===== src/rtl/bcd_chain_counter_pkg.sv =====
// Shared types and helpers for the BCD digit chain counter.
// Used by both the top level (bcd_chain_counter) and its per-digit cell.
package bcd_chain_pkg;

   typedef logic [3:0] bcd_digit_t;

   localparam bcd_digit_t BCD_MAX = 4'd9;

   // Saturate a digit against a limit.
   function automatic bcd_digit_t bcd_clamp(bcd_digit_t v, bcd_digit_t lim);
      return (v > lim) ? lim : v;
   endfunction

endpackage


===== src/rtl/bcd_chain_counter_if.sv =====
// Control and data bundle for one BCD chain counter.
// master drives the controls; slave is the counter side.
interface bcd_chain_counter_if #(parameter int DIGITS = 4);

   logic                  carry_in;
   logic                  down;
   logic                  clear;
   logic                  load;
   logic [DIGITS*4-1:0]   load_value;
   logic [DIGITS*4-1:0]   limit;
   logic [DIGITS*4-1:0]   value;
   logic                  carry_out;
   logic                  is_zero;

   modport master (
      output carry_in, down, clear, load, load_value, limit,
      input  value, carry_out, is_zero
   );

   modport slave (
      input  carry_in, down, clear, load, load_value, limit,
      output value, carry_out, is_zero
   );

endinterface


===== src/rtl/bcd_chain_counter_digit_cell.sv =====
// One BCD digit register with wrap/borrow terminal detection.
// Down counting is only built when BCD_CHAIN_DOWN_EN is defined.
module bcd_digit_cell
   import bcd_chain_pkg::*;
(
   input  logic       clk,
   input  logic       reset_n,
   input  logic       step,
   input  logic       down,
   input  logic       clear,
   input  logic       load,
   input  bcd_digit_t load_digit,
   input  bcd_digit_t lim,
   output bcd_digit_t value,
   output logic       terminal
);

   bcd_digit_t value_nxt;

`ifdef BCD_CHAIN_DOWN_EN
   // An out-of-range digit is non-zero, so it never borrows when counting down.
   assign terminal = down ? (value == 4'd0) : (value >= lim);
`else
   logic unused_down;
   assign unused_down = down;
   assign terminal    = (value >= lim);
`endif

   always_comb begin
      value_nxt = value;
      if (clear) begin
         value_nxt = '0;
      end else if (load) begin
         value_nxt = bcd_clamp(load_digit, lim);
      end else if (step) begin
`ifdef BCD_CHAIN_DOWN_EN
         if (down) begin
            value_nxt = (terminal || (value > lim)) ? lim : value - 4'd1;
         end else begin
            value_nxt = terminal ? 4'd0 : value + 4'd1;
         end
`else
         value_nxt = terminal ? 4'd0 : value + 4'd1;
`endif
      end
   end

   always_ff @(posedge clk or negedge reset_n) begin
      if (!reset_n) begin
         value <= '0;
      end else begin
         value <= value_nxt;
      end
   end

endmodule


===== src/rtl/bcd_chain_counter.sv =====
// Chain of DIGITS BCD digits with runtime per-digit limits, single-cycle ripple carry.
// Define BCD_CHAIN_DOWN_EN to build the down/borrow path.
module bcd_chain_counter
   import bcd_chain_pkg::*;
#(
   parameter int DIGITS = 4
) (
   input  logic               clk,
   input  logic               reset_n,
   bcd_chain_counter_if.slave bus
);

   logic [DIGITS:0]   step;
   logic [DIGITS-1:0] terminal;
   bcd_digit_t        lim       [DIGITS];
   bcd_digit_t        digit_val [DIGITS];

   // clear/load pre-empt counting, which also keeps carry_out low in that cycle.
   assign step[0] = bus.carry_in & ~bus.clear & ~bus.load;

   for (genvar i = 0; i < DIGITS; i++) begin : g_digit
      assign lim[i] = bcd_clamp(bus.limit[4*i +: 4], BCD_MAX);

      bcd_digit_cell u_cell (
         .clk        (clk),
         .reset_n    (reset_n),
         .step       (step[i]),
         .down       (bus.down),
         .clear      (bus.clear),
         .load       (bus.load),
         .load_digit (bus.load_value[4*i +: 4]),
         .lim        (lim[i]),
         .value      (digit_val[i]),
         .terminal   (terminal[i])
      );

      assign step[i+1]            = step[i] & terminal[i];
      assign bus.value[4*i +: 4]  = digit_val[i];
   end

   assign bus.carry_out = reset_n & step[DIGITS];
   assign bus.is_zero   = ~|bus.value;

endmodule


===== src/flat_wrapper.sv =====
// flat-port wrapper written by rule: the top's interface ports become plain ports
module bcd_chain_counter_flat import bcd_chain_pkg::*;
#(
   parameter int DIGITS = 4
)
  (clk, reset_n, bus_carry_in, bus_down, bus_clear, bus_load, bus_load_value, bus_limit, bus_value, bus_carry_out, bus_is_zero);
  bcd_chain_counter_if #(.DIGITS(DIGITS)) bus_i ();
  input  logic clk;
  input  logic reset_n;
  input wire logic [$bits(bus_i.carry_in)-1:0] bus_carry_in;
  input wire logic [$bits(bus_i.down)-1:0] bus_down;
  input wire logic [$bits(bus_i.clear)-1:0] bus_clear;
  input wire logic [$bits(bus_i.load)-1:0] bus_load;
  input wire logic [$bits(bus_i.load_value)-1:0] bus_load_value;
  input wire logic [$bits(bus_i.limit)-1:0] bus_limit;
  output wire logic [$bits(bus_i.value)-1:0] bus_value;
  output wire logic [$bits(bus_i.carry_out)-1:0] bus_carry_out;
  output wire logic [$bits(bus_i.is_zero)-1:0] bus_is_zero;
  assign bus_i.carry_in = bus_carry_in;
  assign bus_i.down = bus_down;
  assign bus_i.clear = bus_clear;
  assign bus_i.load = bus_load;
  assign bus_i.load_value = bus_load_value;
  assign bus_i.limit = bus_limit;
  assign bus_value = bus_i.value;
  assign bus_carry_out = bus_i.carry_out;
  assign bus_is_zero = bus_i.is_zero;
  bcd_chain_counter #(.DIGITS(DIGITS)) u_core (.clk(clk), .reset_n(reset_n), .bus(bus_i));
endmodule

===== config.mk =====
export PLATFORM = sky130hd
export DESIGN_NAME = bcd_chain_counter_flat
export DESIGN_NICKNAME = d
export VERILOG_FILES = /design/src/rtl/bcd_chain_counter_pkg.sv /design/src/rtl/bcd_chain_counter_if.sv /design/src/rtl/bcd_chain_counter_digit_cell.sv /design/src/rtl/bcd_chain_counter.sv /design/src/flat_wrapper.sv
export SDC_FILE = /design/constraint.sdc
export NUM_CORES = 1
export LEC_CHECK = 0
export ABC_CLOCK_PERIOD_IN_PS = 4500
export CAP_MARGIN = 5
export CORE_ASPECT_RATIO = 0.7
export CORE_MARGIN = 4
export CORE_UTILIZATION = 50
export CTS_BUF_LIST = sky130_fd_sc_hd__clkbuf_8
export DETAILED_ROUTE_END_ITERATION = 16
export PLACE_DENSITY = 0.9
export RECOVER_POWER = 25
export SETUP_SLACK_MARGIN = 0.1
export SLEW_MARGIN = 20
export SYNTH_ARGS = -nofsm -noshare
export SYNTH_HDL_FRONTEND = slang
export SYNTH_SLANG_ARGS = --single-unit

===== constraint.sdc =====
create_clock -name clk -period 4.5 [get_ports clk]
set_clock_uncertainty 0.05 [all_clocks]
set_input_delay 0.675 -clock clk [delete_from_list [all_inputs] [get_ports clk]]
set_output_delay 0.675 -clock clk [all_outputs]
set_load 0.05 [all_outputs]

==> results.toml, run 1 <==
[pwr]
switchingPower_w = 0.0002834
p_clk_frac = 0.198
pwr-share-seq = 0.272
leakage_nw = 1.197
p_comb_frac = 0.530
p_int_w = 0.0003876
p_total_w = 0.0006710
ir_worst_vdd_uv = 136.0
p_per_area_nw_per_um2 = 242.7
power_switching_share = 0.4224

[run]
max_cap_violations = 0

[logic_synthesis]
async_flop_share = 1.000
synth.avg_cell_area_um2 = 8.476
yosysTopAreaCell = "ha_1"
synth_nets = 326
synthTopCellsByCount = "40 x ha_1, 25 x inv_1, 17 x nand2_1"
synthFlopType = "dfrtp_1"
synth_cell_types = 53
ys_seq_area_frac = 0.1905
synth.most_common_cell = "ha_1"
synthTopCellsByArea = "ha_1 24%, dfrtp_1 19%, mux2i_1 4.8%, inv_1 4.5%, o21ai_0 3.3%"
netlist_instances = 248
yosys_warnings = 0
synth_edf_count = 0
synth_top_area_frac = 0.2381
syn-cell-area_um2 = 2102
ys_ff_latch = 16

[grt]
grt_pass1_wl_mm = 9.542
gr-usage-met1 = 0.2835
antenna_found_initial = 0
grt_util_all_layers = 0.2153
grt-ovfl-total = 0
grt_busiest_layer = "met2"
use_met2 = 0.3527
grt_pass1_vias = 2140
grt_start_max_net_pins = 23
grt_use_met3 = 0.03963

[critical_path]
r2r_cells = 8
timing.rr.end = "u_core.g_digit[2].u_cell.value[0]"
cp-start-kind = "input pin"
reg2reg_setup_slack_ns = 2.07
worstPathArrival_ns = 3.41
required_ns = 3.77
rr_startpoint = "u_core.g_digit[0].u_cell.value[0]"
crit_path_end_kind = "primary output"
path_max_fanout = 6
crit_type = "in -> out"

[route]
wl_mm = 5.580
vias_per_cell = 6.017
drt-wirelength-per-cell_um = 15.63
drtIter0Drc = 130
ant_nets = 0
num_vias = 2148
drt-pass1-iter-count = 5
post-route-drc-count = 0

[layout]
diodes = 0
top_register = "u_core.g_digit.u_cell.value"
drive_gt1_frac = 0.06230
area_growth_pct = 31.55
largest_register_ffs = 16
nNetsFinal = 384
top_regs = "u_core.g_digit.u_cell.value (16)"

[clocking]
cts_resized = 0
clk_pin_slew_ns = 0.06
htreeDepth = 1
ctsHoldBuffers = 0
clock_latency_ns = 0.26
cts_tree = "done"
cts_setup_buffers = 0
cts_buffers = 3
clockRootBuffer = "clkbuf_8"
cts.sinks = 16
cts_max_path_buffers = 2

[die]
die_height_um = 62.25
dieArea_um2 = 5322
core_um2 = 3994
initial_core_util = 0.5263
num_rows = 19
ioPinCount = 56
fp.dieW_um = 85.50

[placed_design]
post-place-ws_ns = 0.3797
portBuffers = 54
place.gp.congestion = 0.8280
dpl.hpwl_mm = 4.566

[sta]
finalSetupTns_ns = 0
final-hold-violation-count = 0
rsz0062_at_grt = "false"
maxSlewViolCount = 0
fmax_ghz = 0.2419
hold_ws_ns = 0.5688
maxSlewHeadroom = 0.3346
finalSetupViolCount = 0
fin_ws_ns = 0.3658
post-route-min-period_ns = 4.134
finalCritPeriodShare = 0.9187
tightest_slew_ns = 0.9981

[hold_path]
hold_depth = 2
min_from = "u_core.g_digit[2].u_cell.value[1]"
hold_path.class = "reg -> reg"
hold_end = "u_core.g_digit[2].u_cell.value[1]"

[status]
status = "completed"
power groups by stage:
stage,clock (W),sequential (W),combinational (W)
global route,0.000141,0.000186,0.000388
CTS,0.000134,0.000182,0.000356
finish,0.000133,0.000183,0.000356
global placement,0,0.000184,0.000339
floorplan,0,0.000228,0.000187
detailed placement,0,0.000184,0.000352
metrics by stage:
step | std cells | utilization | instance area, µm²
after CTS | 357 | 0.6933 | 2769
after global placement | 353 | 0.6795 | 2714
after global routing | 357 | 0.6924 | 2765
final | 357 | 0.6924 | 2765
after floorplan | 248 | - | 2102
after detailed placement | 353 | 0.6795 | 2714
routing by layer:
| metal | vias up | part of all wire |
|---|---|---|
| met4 | 0 | 0.022 |
| met3 | 16 | 0.062 |
| met2 | 82 | 0.46 |
| met5 | - | 0 |
| li1 | 1045 | - |
| met1 | 1005 | 0.45 |
worst max-delay path by stage:
stage,from,end,slack [ns],cells past startpoint
finish,bus_limit[1],bus_carry_out,0.37,10
global route,bus_limit[6],bus_carry_out,0.22,9
CTS,bus_limit[1],bus_carry_out,0.37,10
detailed placement,bus_limit[1],bus_carry_out,0.38,10
global placement,bus_limit[1],bus_carry_out,0.39,10
floorplan,u_core.g_digit[2].u_cell.value[0],bus_is_zero,1.07,5
layout by cell type, fill, tap and decap left out, types with 3 or more instances in the layout:
cell / n
nor3_1: 6
nor3b_1: 3
a31oi_1: 4
nand3_1: 5
a21oi_1: 13
nand2_1: 17
clkbuf_8: 4
clkdlybuf4s50_1: 53
nor4b_1: 4
inv_1: 25
o21ai_0: 14
nor2_1: 14
nor2b_1: 9
mux2i_1: 10
nand2b_1: 9
nand4_1: 4
ha_1: 40
a211oi_1: 6
a311oi_1: 4
dfrtp_1: 16
kinds of logic after synthesis:
| kind of cell | count (synthesis) | synth area share |
|---|---|---|
| simple gates | 87 | 0.2446 |
| compound gates | 64 | 0.2161 |
| fa+ha+maj | 40 | 0.2381 |
| buf+inv | 29 | 0.05238 |
| flops | 16 | 0.1905 |
| mux | 12 | 0.05833 |
layout make-up:
type	count	area (µm²)
Timing Repair Buffer	57	559.3
Multi-Input combinational cell	203	1592
Tap cell	52	65.06
Sequential cell	16	400.4
Clock buffer	4	55.05
Inverter	25	93.84
Fill cell	304	1229
worst max-delay path, stage by stage:
cell             delay (ns)
clkdlybuf4s50_1        0.41
o21ai_0                0.16
nand2b_1               0.13
ha_1                   0.28
nand2b_1               0.15
a2111o_1               0.43
and3_1                 0.28
nand3_4                0.14
nor2_1                 0.06
clkdlybuf4s50_1        0.70
(Power assumes the default switching activity.)
==> run 2, diff against run 1 <==
--- a/config.mk
+++ b/config.mk
@@ -8,12 +8,11 @@
 export ABC_CLOCK_PERIOD_IN_PS = 4500
 export CAP_MARGIN = 5
 export CORE_ASPECT_RATIO = 0.7
-export CORE_MARGIN = 4
+export CORE_MARGIN = 3
 export CORE_UTILIZATION = 50
 export CTS_BUF_LIST = sky130_fd_sc_hd__clkbuf_8
 export DETAILED_ROUTE_END_ITERATION = 16
 export PLACE_DENSITY = 0.9
-export RECOVER_POWER = 25
 export SETUP_SLACK_MARGIN = 0.1
 export SLEW_MARGIN = 20
 export SYNTH_ARGS = -nofsm -noshare
==> run 2 against run 1 <==
Effect of this change:
- hold slack improved by 0.018 ns
- power about the same
- count of clock-buffer cells in the layout unchanged
- non-clock buffer count fell by 1
- wire length is 4.0% higher
- combinational power about the same
- critical path type unchanged
- via count fell by 1.2%
- clock power barely moved
- die area shrank 5.5%
- global-route usage grew 1.9 points
==> results.toml, run 2 (synthesis gave the netlist of run 1 again) <==
[layout]
stdcell_area_um2 = 2761
n_fill_cell = 323
largest_register_ffs = 16
drive_gt1_frac = 0.06250
area_growth_pct = 31.37
top_regs = "u_core.g_digit.u_cell.value (16)"
nNetsFinal = 383
final_cells = 356
final_cell_mix = "54 x clkdlybuf4s50_1, 40 x ha_1, 25 x inv_1, 17 x nand2_1, 16 x dfrtp_1"
final_common_cell = "clkdlybuf4s50_1"
top_register = "u_core.g_digit.u_cell.value"
diodes = 0

[placed_design]
dpl.hpwl_mm = 4.689
place.gp.congestion = 0.8216
place_area_um2 = 2706
dp_cells = 352
portBuffers = 54

[route]
wl_mm = 5.804
ant_nets = 0
num_vias = 2122
vias_per_cell = 5.961
post-route-drc-count = 0
drt-wirelength-per-cell_um = 16.30
drtIter0Drc = 185
drt-pass1-iter-count = 4

[critical_path]
cp-start-kind = "input pin"
path_max_fanout = 6
rr_startpoint = "u_core.g_digit[0].u_cell.value[0]"
required_ns = 3.77
crit_path_end_kind = "primary output"
crit_type = "in -> out"
setup.worst_path.start = "bus_limit[1]"
worstPathArrival_ns = 3.49

[die]
initial_core_util = 0.5295
core_um2 = 3970
die_height_um = 60.25
ioPinCount = 56
dieArea_um2 = 5030
fp.dieW_um = 83.50
num_rows = 19

[sta]
rsz0062_at_grt = "false"
finalSetupViolCount = 0
finalCritPeriodShare = 0.9372
fmax_ghz = 0.2371
post-route-min-period_ns = 4.217
finalSetupTns_ns = 0
maxSlewViolCount = 0
tightest_slew_ns = 0.6234
final-hold-violation-count = 0
maxSlewHeadroom = 0.5831

[clocking]
clockRootBuffer = "clkbuf_8"
cts_tree = "done"
cts_buffers = 3
cts_max_path_buffers = 2
htreeDepth = 1
clk_pin_slew_ns = 0.07
ctsHoldBuffers = 0
cts.sinks = 16
clock_latency_ns = 0.26

[run]
max_cap_violations = 0

[pwr]
leakage_nw = 1.196
ir_worst_vdd_uv = 196.8
p_per_area_nw_per_um2 = 242.8

[hold_path]
hold_path.class = "reg -> reg"
min_from = "u_core.g_digit[3].u_cell.value[3]"

[grt]
antenna_found_initial = 0
grt-ovfl-total = 0
grt_util_all_layers = 0.2346
grt_pass1_wl_mm = 9.535
grt_pass1_vias = 2074
grt_start_max_net_pins = 23

[status]
status = "completed"
## run 2: path summary, 6_finish.rpt
path	slack, ns	cells past startpoint	endpoint
setup / recovery	0.28	10	bus_carry_out
hold / removal	0.59	2	u_core.g_digit[3].u_cell.value[3]
setup reg to reg	1.99	8	u_core.g_digit[2].u_cell.value[0]
hold reg to reg	0.59	2	u_core.g_digit[3].u_cell.value[3]
max in group asynchronous	3.50	2	u_core.g_digit[2].u_cell.value[0]
min in group asynchronous	0.69	2	u_core.g_digit[3].u_cell.value[3]
## run 2: cell type report
type | count | area, µm² | area share
clock buffers | 4 | 55.05 | 0.01994
well taps | 52 | 65.06 | 0.02356
flip-flops and latches | 16 | 400.4 | 0.1450
inverters | 25 | 93.84 | 0.03398
multi-input cells | 203 | 1592 | 0.5763
repair buffers | 56 | 555.5 | 0.2012
## run 2: critical path: stages
cell and delay, ns:
clkdlybuf4s50_1 0.41, o21ai_0 0.19, nand2b_1 0.14, ha_1 0.28, nand2b_1 0.16, a2111o_1 0.44, and3_1 0.28, nand3_4 0.14
nor2_1 0.06, clkdlybuf4s50_1 0.70
## run 2: layer usage
layer / track usage / vias to the layer above / routed length (µm)
met4: 0.05963 / 0 / 126
met1: 0.3077 / 994 / 2494
met5: 0 / - / 0
met2: 0.4087 / 81 / 2743
li1: - / 1034 / -
met3: 0.03994 / 13 / 440
## run 2: power by group
group	switching, W	internal [W]
Clock	0.0000532	0.0000778
Sequential	0.0000249	0.000158
Combinational	0.000206	0.000151
## run 2: repair_timing
item	CTS	global route
endpoints found under the setup margin	0	1
setup buffers	0	0
gates resized for setup	0	1
## run 2: through the flow
stage | setup WS [ns] | utilization | hold WS, ns | total power [W]
2_1_floorplan | 1.073 | - | 0.3294 | 0.0004151
3_3_place_gp | 0.3648 | 0.6817 | 0.5361 | 0.0005198
3_5_place_dp | 0.2890 | 0.6817 | 0.5501 | 0.0005358
4_1_cts | 0.2840 | 0.6956 | 0.5630 | 0.0006670
5_1_grt | 0.1193 | 0.6956 | 0.5958 | 0.0007134
6_report | 0.2826 | 0.6956 | 0.5863 | 0.0006705
==> run 3, diff against run 2 <==
--- a/config.mk
+++ b/config.mk
@@ -12,7 +12,8 @@
 export CORE_UTILIZATION = 50
 export CTS_BUF_LIST = sky130_fd_sc_hd__clkbuf_8
 export DETAILED_ROUTE_END_ITERATION = 16
-export PLACE_DENSITY = 0.9
+export DONT_BUFFER_PORTS = 1
+export PLACE_DENSITY_LB_ADDON = 0.08
 export SETUP_SLACK_MARGIN = 0.1
 export SLEW_MARGIN = 20
 export SYNTH_ARGS = -nofsm -noshare
==> constraint.sdc (replaced) <==
create_clock -name clk -period 4.5 [get_ports clk]
set_clock_uncertainty 0.05 [all_clocks]
set_input_delay 0.675 -clock clk [delete_from_list [all_inputs] [get_ports clk]]
set_output_delay 0.675 -clock clk [all_outputs]
set_load 0.01 [all_outputs]
==> run 3 against run 2 <==
Effect of this change:
- sequential cell count is the same
- clock power is essentially flat
- die area is the same
- core utilization shrank 14 points
- critical endpoint unchanged
- sequential share of layout area grew 3.7 points
- setup slack gained 1.2 ns
- global-route usage shrank 3.0 points
- wire length shrank 15%
- count of clock-buffer cells in the layout is the same
- final cell count shrank 16%
- first-iteration DRC count shrank 37%
- power shrank 19%
==> results.toml, run 3 (synthesis gave the netlist of run 1 again) <==
[placed_design]
post-place-ws_ns = 1.438
place.gp.congestion = 0.7607
dpl.hpwl_mm = 4.020
portBuffers = 0
place_area_um2 = 2151

[critical_path]
crit_path_cell_trace = "o21ai_0, nand2b_1, ha_1, nand2b_1, a21oi_1, o21ai_0, nand3_1, nor2_1"
crit_slowest_cell = "o21ai_0"
crit_path_end_kind = "primary output"
path_max_fanout = 7
critPathMaxStageDelay_ns = 0.58
cpLargestDelayFamily = "compound AO/OA/AOI/OAI gates"
r2r_cells = 8
required_ns = 3.77
cp-start-kind = "input pin"
worstPathArrival_ns = 2.33
crit_type = "in -> out"
path_depth = 8
crit_buf_inv = 0

[clocking]
clk_pin_slew_ns = 0.07
htreeDepth = 1
cts_tree = "done"
clock_latency_ns = 0.25
ctsHoldBuffers = 0
cts_buffers = 3
clockRootBuffer = "clkbuf_8"
cts_resized = 0
cts.sinks = 16
cts_max_path_buffers = 2
cts_setup_buffers = 0

[layout]
diodes = 0
area_growth_pct = 4.941
largest_register_ffs = 16
regArea_um2 = 400.4
stdcell_area_um2 = 2206
drive_gt1_frac = 0.06855
final_common_cell = "ha_1"
nNetsFinal = 327
final_cell_mix = "40 x ha_1, 25 x inv_1, 17 x nand2_1, 16 x dfrtp_1"
top_regs = "u_core.g_digit.u_cell.value (16)"
multiInputGateArea_um2 = 1592
n_fill_cell = 372
top_register = "u_core.g_digit.u_cell.value"

[sta]
finalCritPeriodShare = 0.6800
maxSlewViolCount = 0
rsz0062_at_grt = "false"
tightest_slew_ns = 0.7209
fmax_ghz = 0.3268
fin_ws_ns = 1.440
hold_ws_ns = 0.05997
final-hold-violation-count = 0
finalSetupTns_ns = 0
post-route-min-period_ns = 3.060
maxSlewHeadroom = 0.5143
finalSetupViolCount = 0

[grt]
antenna_found_initial = 0
grt-ovfl-total = 0
grt_pass1_wl_mm = 8.314
grt_start_max_net_pins = 23
grt_util_all_layers = 0.2044
grt_pass1_vias = 1693

[die]
ioPinCount = 56
die_height_um = 60.25
core_um2 = 3970
initial_core_util = 0.5295
dieArea_um2 = 5030
num_rows = 19
fp.dieW_um = 83.50

[pwr]
ir_worst_vdd_uv = 122.0
p_per_area_nw_per_um2 = 246.4
leakage_nw = 0.9810

[route]
wl_mm = 4.942
drt-pass1-iter-count = 4
ant_nets = 0
drt-wirelength-per-cell_um = 16.47
post-route-drc-count = 0
vias_per_cell = 5.967
num_vias = 1790
drtIter0Drc = 116

[run]
max_cap_violations = 0

[hold_path]
hold_path.class = "in -> async"

[status]
status = "completed"
[run 3: changes by cell type in the layout (fill, tap and decap cells not counted)]
cell	previous run	this run
o21ai_1	3	2
buf_4	2	0
o21ai_0	13	14
clkdlybuf4s50_1	54	0
[run 3: routing by layer]
layer,global-route usage,wire (µm),vias up
met5,0,0,-
li1,-,-,931
met3,0.05647,347,2
met1,0.3025,2462,809
met2,0.3071,2127,48
met4,0.01835,4,0
[run 3: stage by stage]
step	util	total power (W)	instances
CTS	0.5556	0.0005463	300
floorplan	-	0.0003696	248
finish	0.5556	0.0005435	300
global route	0.5556	0.0005915	300
global placement	0.5418	0.0004092	296
detailed placement	0.5418	0.0004129	296
[run 3: where the power goes]
group / internal [W] / switching (W) / total [W]
Sequential: 0.000158 / 0.0000325 / 0.000190
Clock: 0.0000777 / 0.0000551 / 0.000133
Combinational: 0.0000979 / 0.000122 / 0.000220
[run 3: final timing paths]
kind                                                    from                                end  slack, ns
max in group asynchronous                            reset_n  u_core.g_digit[1].u_cell.value[3]       4.27
hold / removal                                       reset_n  u_core.g_digit[3].u_cell.value[3]       0.06
hold reg to reg            u_core.g_digit[2].u_cell.value[1]  u_core.g_digit[2].u_cell.value[1]       0.62
setup reg to reg           u_core.g_digit[0].u_cell.value[0]  u_core.g_digit[3].u_cell.value[3]       2.04
min in group clk                                   bus_clear  u_core.g_digit[3].u_cell.value[1]       0.43
setup / recovery                               bus_limit[13]                      bus_carry_out       1.44
[run 3: final cells by class]
class / count / area share
inverter: 25 / 0.04254
tap: 52 / 0.02950
sequential: 16 / 0.1815
multi-input combinational: 203 / 0.7215
clock buffer: 4 / 0.02496
